`config.mk`:
```
export PLATFORM = sky130hd
export DESIGN_NAME = fifo_drain_ctrl
export DESIGN_NICKNAME = d
export VERILOG_FILES = /design/src/rtl/fifo_drain_pkg.sv /design/src/rtl/fifo_drain_skid.sv /design/src/rtl/fifo_drain_ctrl.sv
export SDC_FILE = /design/constraint.sdc
export NUM_CORES = 1
export LEC_CHECK = 0
export CAP_MARGIN = 10
export CORE_UTILIZATION = 44
export CTS_CLUSTER_SIZE = 10
export DETAILED_ROUTE_END_ITERATION = 12
export GPL_TIMING_DRIVEN = 0
export PLACE_DENSITY = 0.86
export SYNTH_ARGS = -nofsm -noshare
export SYNTH_HDL_FRONTEND = slang
export SYNTH_SLANG_ARGS = --single-unit
export TNS_END_PERCENT = 10
```
`constraint.sdc`:
```
create_clock -name clk -period 1.7 [get_ports clk]
set_input_delay 0.34 -clock clk [delete_from_list [all_inputs] [get_ports clk]]
set_output_delay 0.34 -clock clk [all_outputs]
set_load 0.02 [all_outputs]
```
`src/rtl/fifo_drain_pkg.sv`:
```
// Shared types and defaults for the FIFO drain controller and its skid buffer.
package fifo_drain_pkg;

    typedef enum logic [1:0] {
        EMPTY = 2'd0,
        ONE   = 2'd1,
        TWO   = 2'd2
    } state_t;

    localparam int DEFAULT_WIDTH = 16;
    localparam int DEFAULT_CNT_W = 16;

endpackage

```
`src/rtl/fifo_drain_skid.sv`:
```
// Two-entry skid buffer: head register feeds the consumer, tail absorbs one word of backpressure.
module fifo_drain_skid
    import fifo_drain_pkg::*;
#(
    parameter int width = DEFAULT_WIDTH
) (
    input  logic             clk,
    input  logic             rst,
    input  logic             i_flush,
    input  logic             i_push,
    input  logic [width-1:0] i_data,
    input  logic             i_ready,
    output logic [width-1:0] o_data,
    output logic             o_valid,
    output logic [1:0]       o_occupancy,
    output state_t           o_state
);

    state_t           r_state;
    logic [width-1:0] r_head;
    logic [width-1:0] r_tail;
    logic             r_valid;
    logic [1:0]       r_occ;
    logic             w_xfer;

    assign w_xfer = r_valid & i_ready;

    // NOTE: non-blocking assignments so every register samples pre-edge values of its peers.
    always_ff @(posedge clk or negedge rst) begin
        if (!rst) begin
            r_state <= EMPTY;
            r_valid <= 1'b0;
            r_occ   <= 2'd0;
            // NOTE: data words are reset too, so out_data reads zero rather than stale data after reset.
            r_head  <= '0;
            r_tail  <= '0;
        end else if (i_flush) begin
            r_state <= EMPTY;
            r_valid <= 1'b0;
            r_occ   <= 2'd0;
        end else begin
            case (r_state)
                EMPTY: begin
                    if (i_push) begin
                        r_head  <= i_data;
                        r_state <= ONE;
                        r_valid <= 1'b1;
                        r_occ   <= 2'd1;
                    end
                end
                ONE: begin
                    if (i_push && w_xfer) begin
                        r_head <= i_data;
                    end else if (i_push) begin
                        r_tail  <= i_data;
                        r_state <= TWO;
                        r_occ   <= 2'd2;
                    end else if (w_xfer) begin
                        r_state <= EMPTY;
                        r_valid <= 1'b0;
                        r_occ   <= 2'd0;
                    end
                end
                TWO: begin
                    if (w_xfer) begin
                        r_head  <= r_tail;
                        r_state <= ONE;
                        r_occ   <= 2'd1;
                    end
                end
                default: begin
                    r_state <= EMPTY;
                    r_valid <= 1'b0;
                    r_occ   <= 2'd0;
                end
            endcase
        end
    end

    assign o_data      = r_head;
    assign o_valid     = r_valid;
    assign o_occupancy = r_occ;
    assign o_state     = r_state;

endmodule

```
`src/rtl/fifo_drain_ctrl.sv`:
```
// Drains a first-word-fall-through FIFO into a ready/valid stream through a 2-entry skid buffer.
// Optional delivered-word counter (word_cnt port) is enabled by defining FIFO_DRAIN_CNT_EN.
module fifo_drain_ctrl
    import fifo_drain_pkg::*;
#(
    parameter int width = DEFAULT_WIDTH,
    parameter int cnt_w = DEFAULT_CNT_W
) (
    input  logic             clk,
    input  logic             rst,
    input  logic [width-1:0] fifo_dout,
    input  logic             fifo_pndng,
    output logic             fifo_pop,
    input  logic             flush,
    output logic [width-1:0] out_data,
    output logic             out_valid,
    input  logic             out_ready,
    output logic [1:0]       occupancy
`ifdef FIFO_DRAIN_CNT_EN
    ,
    output logic [cnt_w-1:0] word_cnt
`endif
);

    if (width < 1 || cnt_w < 1) begin : g_bad_param
        $error("fifo_drain_ctrl: width and cnt_w must both be at least 1");
    end

    state_t w_state;
    logic   w_pop;

    // Pop never looks at out_ready; the tail slot absorbs a stalled consumer.
    assign w_pop    = rst & fifo_pndng & ~flush & (w_state != TWO);
    assign fifo_pop = w_pop;

    fifo_drain_skid #(
        .width(width)
    ) u_skid (
        .clk        (clk),
        .rst        (rst),
        .i_flush    (flush),
        .i_push     (w_pop),
        .i_data     (fifo_dout),
        .i_ready    (out_ready),
        .o_data     (out_data),
        .o_valid    (out_valid),
        .o_occupancy(occupancy),
        .o_state    (w_state)
    );

`ifdef FIFO_DRAIN_CNT_EN
    logic [cnt_w-1:0] r_word_cnt;
    logic             w_xfer;

    // A transfer coinciding with flush is discarded, so it is not counted.
    assign w_xfer = out_valid & out_ready & ~flush;

    always_ff @(posedge clk or negedge rst) begin
        if (!rst) begin
            r_word_cnt <= '0;
        end else if (w_xfer) begin
            r_word_cnt <= r_word_cnt + 1'b1;
        end
    end

    assign word_cnt = r_word_cnt;
`endif

endmodule

```
==> summary.json, run 1 <==
{
  "outcome": "finished, violations left",
  "violations_in_the_final_reports": "setup timing",
  "muxShareOfSynthArea_pct": 35.8,
  "grt_start_max_net_pins": 36,
  "count_of_fill_cells_added_during_filler_insertion": 276,
  "crit_path_frequent_cell": "buf_6",
  "max_slew.worst_pin.slew_ps": 400,
  "wire_length_of_the_first_global_routing_pass_mm": 5.95,
  "drt_pre_antenna_iters": 4,
  "critPathMaxFanout": 10,
  "route.antenna.remaining_nets": 0,
  "synth.yosys.seq_area_share_pct": 50.9,
  "row_count": 22,
  "synth.area.top_cells": "dfrtp_1, mux2_2, mux2_4, o41ai_4, nor4bb_4",
  "seq_power_share_pct": 44.7,
  "finalCriticalPeriod_ps": 1780,
  "final_cells": 214,
  "cts_max_level": 2,
  "power.ir.vdd_worst_mv": 0.634,
  "synth-adder-area-share_pct": 0,
  "clock_pin_transition_on_the_worst_setup_and_hold_timing_paths_ps": 70,
  "compound_gate_fraction_of_synth_area_pct": 4.73,
  "cts_tree": "yes",
  "synth.top_cell.area_share_pct": 50.9,
  "first_global_vias": 1211,
  "clock_latency_ps": 300,
  "floorplan.die.height_um": 64.5,
  "final_global_route_overflow_total": 0,
  "numCtsBuffers": 5,
  "drt_drc_violations_left": 0,
  "hpwl_mm": 2.33,
  "cts_root_buffer": "clkbuf_8",
  "gr-usage-all-layers_pct": 19.5,
  "routabilityCongestion": 0.858,
  "yosysWarningCount": 0,
  "synth_ff_type": "dfrtp_1",
  "num-nets-final": 186,
  "cap_violations": 0,
  "power.share.combinational_pct": 33.4,
  "distinct_cell_type_count_after_synthesis": 20,
  "routed-via-count": 1125,
  "slowest_stage": "dfrtp_2",
  "cp_cell_sequence": "buf_6 -> buf_4 -> o41ai_4 -> buf_6 -> buf_12 -> mux2_4",
  "ctsLongestPathBuffers": 2,
  "routed_via_density": 5.26,
  "syn_to_final_growth_pct": 38.8,
  "power.share.clock_pct": 21.9,
  "worst_ep_arrival_time_ps": 1970,
  "power.switching_w": 0.000789,
  "synth_enable_flop_cells": 0,
  "synth.cell_area_um2": 1720,
  "n_antenna_cell": 0,
  "setup_repair_after_global_routing_missed_its_margin": "true",
  "synth.net_count": 130,
  "drive_above_1_share_pct": 47.6,
  "design.die.area_um2": 4160,
  "worst_slack_ps": -75.8,
  "combinational_family_with_the_most_area_after_synthesis": "multiplexers",
  "holdWs_ps": 453,
  "yosys-top-cells-count": "dfrtp_1, mux2_2, mux2_4",
  "drtIter0Drc": 56,
  "synthCells": 109,
  "timing.clock.skew_ps": 6.42,
  "timing.setup.tns_ps": -1070,
  "p_per_area_nw_per_um2": 1130,
  "critPathTopFamily": "buffers and inverters",
  "horizontal_extent_of_the_die_um": 64.5,
  "power.leakage_nw": 1.08,
  "routedWlPerCell_um": 16.4,
  "simple_gate_area_share_of_the_yosys_netlist_pct": 5.67,
  "numClockSinks": 35,
  "initial_antenna_violation_count": 0,
  "ff_latch_count_synth": 35,
  "setup_viol_count_final": 23,
  "yosys.cell_count.top_type": "dfrtp_1",
  "floorplan.core_area_um2": 3720,
  "worst_setup_path_end_kind": "flop",
  "initial_utilization_pct": 46.3,
  "final_worst_path_cycle_share_pct": 104,
  "crit_required_ps": 1890,
  "power.internal_w": 0.00191,
  "dpl.cell_count": 197,
  "critPathBufInv": 4,
  "critPathMaxStageDelay_ps": 410,
  "timing_hold_violations_final": 0,
  "synth_xor_xnor_area_share_pct": 0,
  "port-buffer-count": 40,
  "yosys.area.top_type": "dfrtp_1",
  "design.portCount": 41,
  "finalWirelength_mm": 3.52,
  "mean_syn_cell_area_um2": 15.8,
  "start_kind": "flop",
  "p_sw_share_pct": 29.3,
  "async_flop_share_pct": 100,
  "max_slew_margin_pct": 73.3,
  "maxClockFrequency_mhz": 563,
  "setup.worst_path.class": "reg2reg",
  "final_max_slew_violation_count": 0,
  "min-delay-path-class": "in2reg"
}
-- metrics by stage --
stage               util [%]  cell area (um2)  setup WS (ps)  power (W)
global placement        58.8             2190          -2090    0.00207
detailed placement      58.7             2180          -1040    0.00210
global route            64.3             2390           -162    0.00283
floorplan                  -             1730          -92.9    0.00170
finish                  64.3             2390          -75.8    0.00270
CTS                     62.8             2330          -82.3    0.00270
-- final cells by class --
cell class,count,area [um2],share of cell area [%]
Sequential cell,35,878,36.8
Multi-Input combinational cell,70,805,33.7
Timing Repair Buffer,50,509,21.3
Clock buffer,6,72.6,3.04
Tap cell,48,60.1,2.51
Buffer,3,51.3,2.15
Clock inverter,2,12.5,0.524
-- power groups by stage --
stage	logic, W	registers (W)	clock network [W]
after global routing	0.000961	0.00124	0.000639
after CTS	0.000902	0.00120	0.000598
final	0.000900	0.00120	0.000591
after floorplan	0.000357	0.00134	0
after global placement	0.000869	0.00120	0
after detailed placement	0.000887	0.00121	0
-- layer usage --
metal	share of wire (%)	up-vias	wire [um]	global-route usage (%)
met2	49	34	1740	33.0
met5	0	-	0	0
met4	2.1	0	74	10.3
met1	44	572	1550	22.9
met3	4.5	7	159	4.58
li1	-	512	-	-
-- cells by family after synthesis --
kind of cell | after synthesis
muxes | 48
DFF | 35
and+or+nand+nor | 13
AOI/OAI and AO/OA | 9
buffers and inverters | 4
-- worst register-to-register path: stages, from the launching register on --
cell and delay, ps:
dfrtp_2 410, buf_6 130, buf_4 130, o41ai_4 340, buf_6 180, buf_12 160
mux2_4 310
-- sequential cells by signal, indices dropped and copies added (netlist names) --
register and flops:
u_skid.o_data 16, u_skid.o_occupancy 2, u_skid.o_valid 1, u_skid.r_tail 16
-- repair_timing --
action                                 4_1_cts  5_1_grt
setup endpoints to repair                   37       27
endpoints found under the hold margin       35        0
hold buffers                                 2        0
resized for setup                           18        2
gates cloned                                 0        1
buffers inserted                             4        3
pin swaps                                    3        0
-- cell usage in the layout, fill, tap and decap left out, drive strengths merged, types with 2 or more instances in the layout --
| cell | Yosys | final |
|---|---|---|
| and3 | 2 | 2 |
| mux2 | 48 | 48 |
| dlygate4sd2 | 0 | 5 |
| buf | 4 | 13 |
| o21bai | 3 | 3 |
| nand2 | 3 | 3 |
| dfrtp | 35 | 35 |
| clkbuf | 0 | 7 |
| clkdlybuf4s50 | 0 | 33 |
| a21oi | 3 | 3 |
| nor2 | 3 | 3 |
-- path summary, 6_finish.rpt --
check / from / to / slack (ps) / depth (start not counted)
min in group asynchronous: rst / u_skid.r_tail[6] / 590 / 3
max in group asynchronous: rst / u_skid.o_occupancy[0] / 920 / 3
max: u_skid.o_occupancy[1] / u_skid.o_data[5] / -80 / 6
min: out_ready / u_skid.o_occupancy[1] / 450 / 2
max reg2reg: u_skid.o_occupancy[1] / u_skid.o_data[5] / -80 / 6
min reg2reg: u_skid.r_tail[3] / u_skid.r_tail[3] / 510 / 1
Power figures use the tool's default switching activity.
==> run 2: changes to the inputs <==
CORE_UTILIZATION = 40   (was 44)
PLACE_DENSITY = 0.8   (was 0.86)
SETUP_SLACK_MARGIN = 0.4   (was not set)
==> summary.json, run 2 (synthesized netlist as in run 1, its figures left out) <==
{
  "gr-usage-all-layers": {"value": 17.4, "unit": "%", "change": "-2.1 points"},
  "mostFrequentLayoutCells": "dfrtp_1, mux2_2, mux2_4",
  "design.portCount": {"value": 41, "change": "unchanged"},
  "cap_violations": {"value": 0, "change": "unchanged"},
  "cts_max_level": {"value": 2, "change": "unchanged"},
  "wire_length_of_the_first_global_routing_pass": {"value": 5.60, "unit": "mm", "change": "-5.8%"},
  "slowest_stage": "clkdlybuf4s50_1",
  "worst_ep_arrival_time": {"value": 1940, "unit": "ps", "change": "-30 ps"},
  "final_cells": {"value": 215, "change": "+0.47%"},
  "dpl.cell_count": {"value": 199, "change": "+1.0%"},
  "count_of_fill_cells_added_during_filler_insertion": {"value": 312, "change": "+13%"},
  "violations_in_the_final_reports": "hold timing, setup timing",
  "start_kind": "input port",
  "finalCriticalPeriod": {"value": 1780, "unit": "ps", "change": "+3.13 ps"},
  "layout.cells.most_common": "dfrtp_1",
  "clock_latency": {"value": 280, "unit": "ps", "change": "-20 ps"},
  "initial_antenna_violation_count": {"value": 0, "change": "unchanged"},
  "final_global_route_overflow_total": {"value": 0, "change": "unchanged"},
  "critPathMaxFanout": {"value": 10, "change": "unchanged"},
  "p_per_area": {"value": 1100, "unit": "nW/um2", "change": "-2.2%"},
  "drt_drc_violations_left": {"value": 0, "change": "unchanged"},
  "min-delay-path-class": "in2async",
  "num-nets-final": {"value": 185, "change": "-0.54%"},
  "drive_above_1_share": {"value": 58.8, "unit": "%", "change": "+11 points"},
  "cp_cell_sequence": "clkdlybuf4s50_1 -> nand2_2 -> o41ai_4 -> buf_4 -> buf_12 -> mux2_4",
  "setup_repair_after_global_routing_missed_its_margin": "true",
  "routabilityCongestion": {"value": 0.830, "change": "-3.3%"},
  "floorplan.die.height": {"value": 67.6, "unit": "um", "change": "+4.7%"},
  "design.die.area": {"value": 4570, "unit": "um2", "change": "+9.7%"},
  "port-buffer-count": {"value": 40, "change": "unchanged"},
  "horizontal_extent_of_the_die": {"value": 67.6, "unit": "um", "change": "+4.7%"},
  "numCtsBuffers": {"value": 5, "change": "unchanged"},
  "floorplan.core_area": {"value": 4060, "unit": "um2", "change": "+9.2%"},
  "timing.clock.skew": {"value": 3.29, "unit": "ps", "change": "-3.13 ps"},
  "timing_hold_violations_final": {"value": 35, "change": "+35"},
  "drtIter0Drc": {"value": 41, "change": "-27%"},
  "numClockSinks": {"value": 35, "change": "unchanged"},
  "r2r.worst_path.cells": {"value": 7, "change": "+1"},
  "clock_pin_transition_on_the_worst_setup_and_hold_timing_paths": {"value": 70, "unit": "ps", "change": "about the same"},
  "critPathMaxStageDelay": {"value": 490, "unit": "ps", "change": "+80 ps"},
  "max_slew_margin": {"value": 73.7, "unit": "%", "change": "+0.34 points"},
  "worst_slack": {"value": -78.9, "unit": "ps", "change": "-3.13 ps"},
  "reg2reg_launch_point": "u_skid.o_occupancy[1]",
  "worst_setup_path_end_kind": "flop",
  "drt_pre_antenna_iters": {"value": 4, "change": "unchanged"},
  "final_worst_path_cycle_share": {"value": 105, "unit": "%", "change": "+0.18 points"},
  "cts_tree": "yes",
  "critPathTopFamily": "buffers and inverters",
  "ctsLongestPathBuffers": {"value": 2, "change": "unchanged"},
  "hpwl": {"value": 2.39, "unit": "mm", "change": "+2.5%"},
  "initial_utilization": {"value": 42.4, "unit": "%", "change": "-3.9 points"},
  "n_antenna_cell": {"value": 0, "change": "unchanged"},
  "holdWs": {"value": -51.7, "unit": "ps", "change": "-505 ps"},
  "route.antenna.remaining_nets": {"value": 0, "change": "unchanged"},
  "worstReg2RegEnd": "u_skid.o_data[1]",
  "crit_required": {"value": 1860, "unit": "ps", "change": "-30 ps"},
  "grt_start_max_net_pins": {"value": 38, "change": "+5.6%"},
  "first_global_vias": {"value": 1156, "change": "-4.5%"},
  "cts_root_buffer": "clkbuf_8",
  "row_count": {"value": 23, "change": "+4.5%"},
  "power.ir.vdd_worst": {"value": 0.737, "unit": "mV", "change": "+16%"},
  "syn_to_final_growth_pct": 36.7,
  "outcome": "finished, violations left",
  "maxClockFrequency": {"value": 562, "unit": "MHz", "change": "-0.18%"},
  "met3RoutedLength": {"value": 157, "unit": "um", "change": "-1.3%"},
  "routedWlPerCell": {"value": 16.3, "unit": "um", "change": "-1.0%"},
  "setup.worst_path.class": "in2reg",
  "routedLengthMet1": {"value": 1.45, "unit": "mm", "change": "-6.3%"},
  "met2_length": {"value": 1.85, "unit": "mm", "change": "+6.4%"},
  "setup_viol_count_final": {"value": 29, "change": "+26%"},
  "final_max_slew_violation_count": {"value": 0, "change": "unchanged"},
  "timing.reg2reg.setup_slack": {"value": -60, "unit": "ps", "change": "+20 ps"},
  "power": {"value": 0.00259, "unit": "W", "change": "-3.8%"},
  "finalWirelength": {"value": 3.50, "unit": "mm", "change": "-0.54%"},
  "routed-via-count": {"value": 1089, "change": "-3.2%"},
  "dr.max_layer_used": "met4",
  "power.leakage": {"value": 1.09, "unit": "nW", "change": "+0.60%"},
  "critPathBufInv": {"value": 3, "change": "-1"},
  "final_core_util": {"value": 57.9, "unit": "%", "change": "-6.3 points"},
  "max_slew.worst_pin.slew": {"value": 395, "unit": "ps", "change": "-5.12 ps"},
  "crit_path_start": "fifo_pndng",
  "routed_via_density": {"value": 5.07, "change": "-3.7%"}
}
run 2: layout make-up:
class / count / area, um2 / share of cell area [%]
Buffer: 4 / 71.3 / 3.03
Clock buffer: 7 / 76.3 / 3.25
Clock inverter: 1 / 5.00 / 0.213
Multi-Input combinational cell: 70 / 810 / 34.4
Sequential cell: 35 / 880 / 37.4
Tap cell: 50 / 62.6 / 2.66
Timing Repair Buffer: 48 / 447 / 19.0
run 2: metrics by stage:
stage / worst slack (ps) / hold slack, ps / setup TNS, ps / cell area, um2
3_3_place_gp: -2110 / 481 / -79830 / 2200
6_report: -78.9 / -51.7 / -1080 / 2350
2_1_floorplan: -23.0 / 44.4 / -230 / 1740
3_5_place_dp: -1080 / 477 / -27830 / 2190
5_1_grt: -124 / -35.2 / -2850 / 2350
4_1_cts: -71.3 / -47.1 / -1190 / 2400
run 2: per-layer routing:
layer | track usage, % | vias up
met2 | 29.2 | 30
met5 | 0 | -
met1 | 21.1 | 547
met3 | 4.22 | 4
met4 | 7.18 | 0
li1 | - | 508
run 2: how the worst max path moves through the flow:
stage                             end  cells past startpoint
detailed placement   u_skid.o_data[6]                      5
CTS                  u_skid.o_data[1]                      7
global route         u_skid.o_data[2]                      7
global placement     u_skid.o_data[2]                      5
finish               u_skid.o_data[1]                      6
floorplan           u_skid.o_data[10]                      4
run 2: report_power, final:
group	internal, W	total, W	switching, W
registers	0.00107	0.00120	0.000134
logic	0.000470	0.000827	0.000357
clock network	0.000287	0.000565	0.000278
total	0.00183	0.00259	0.000768
run 2: what timing repair did:
action	4_1_cts	5_1_grt
resized for setup	73	10
gates cloned	1	0
endpoints found under the setup margin	55	45
buffers inserted	7	0
pin swaps	4	1
endpoints found under the hold margin	35	35
run 2: worst register-to-register path, delay by kind of cell (launching register included):
| family | cells | cell delay [ps] |
|---|---|---|
| buffers and inverters | 3 | 450 |
| DFF | 1 | 420 |
| muxes | 1 | 310 |
| and+or+nand+nor | 1 | 300 |
| AOI/OAI and AO/OA | 2 | 160 |
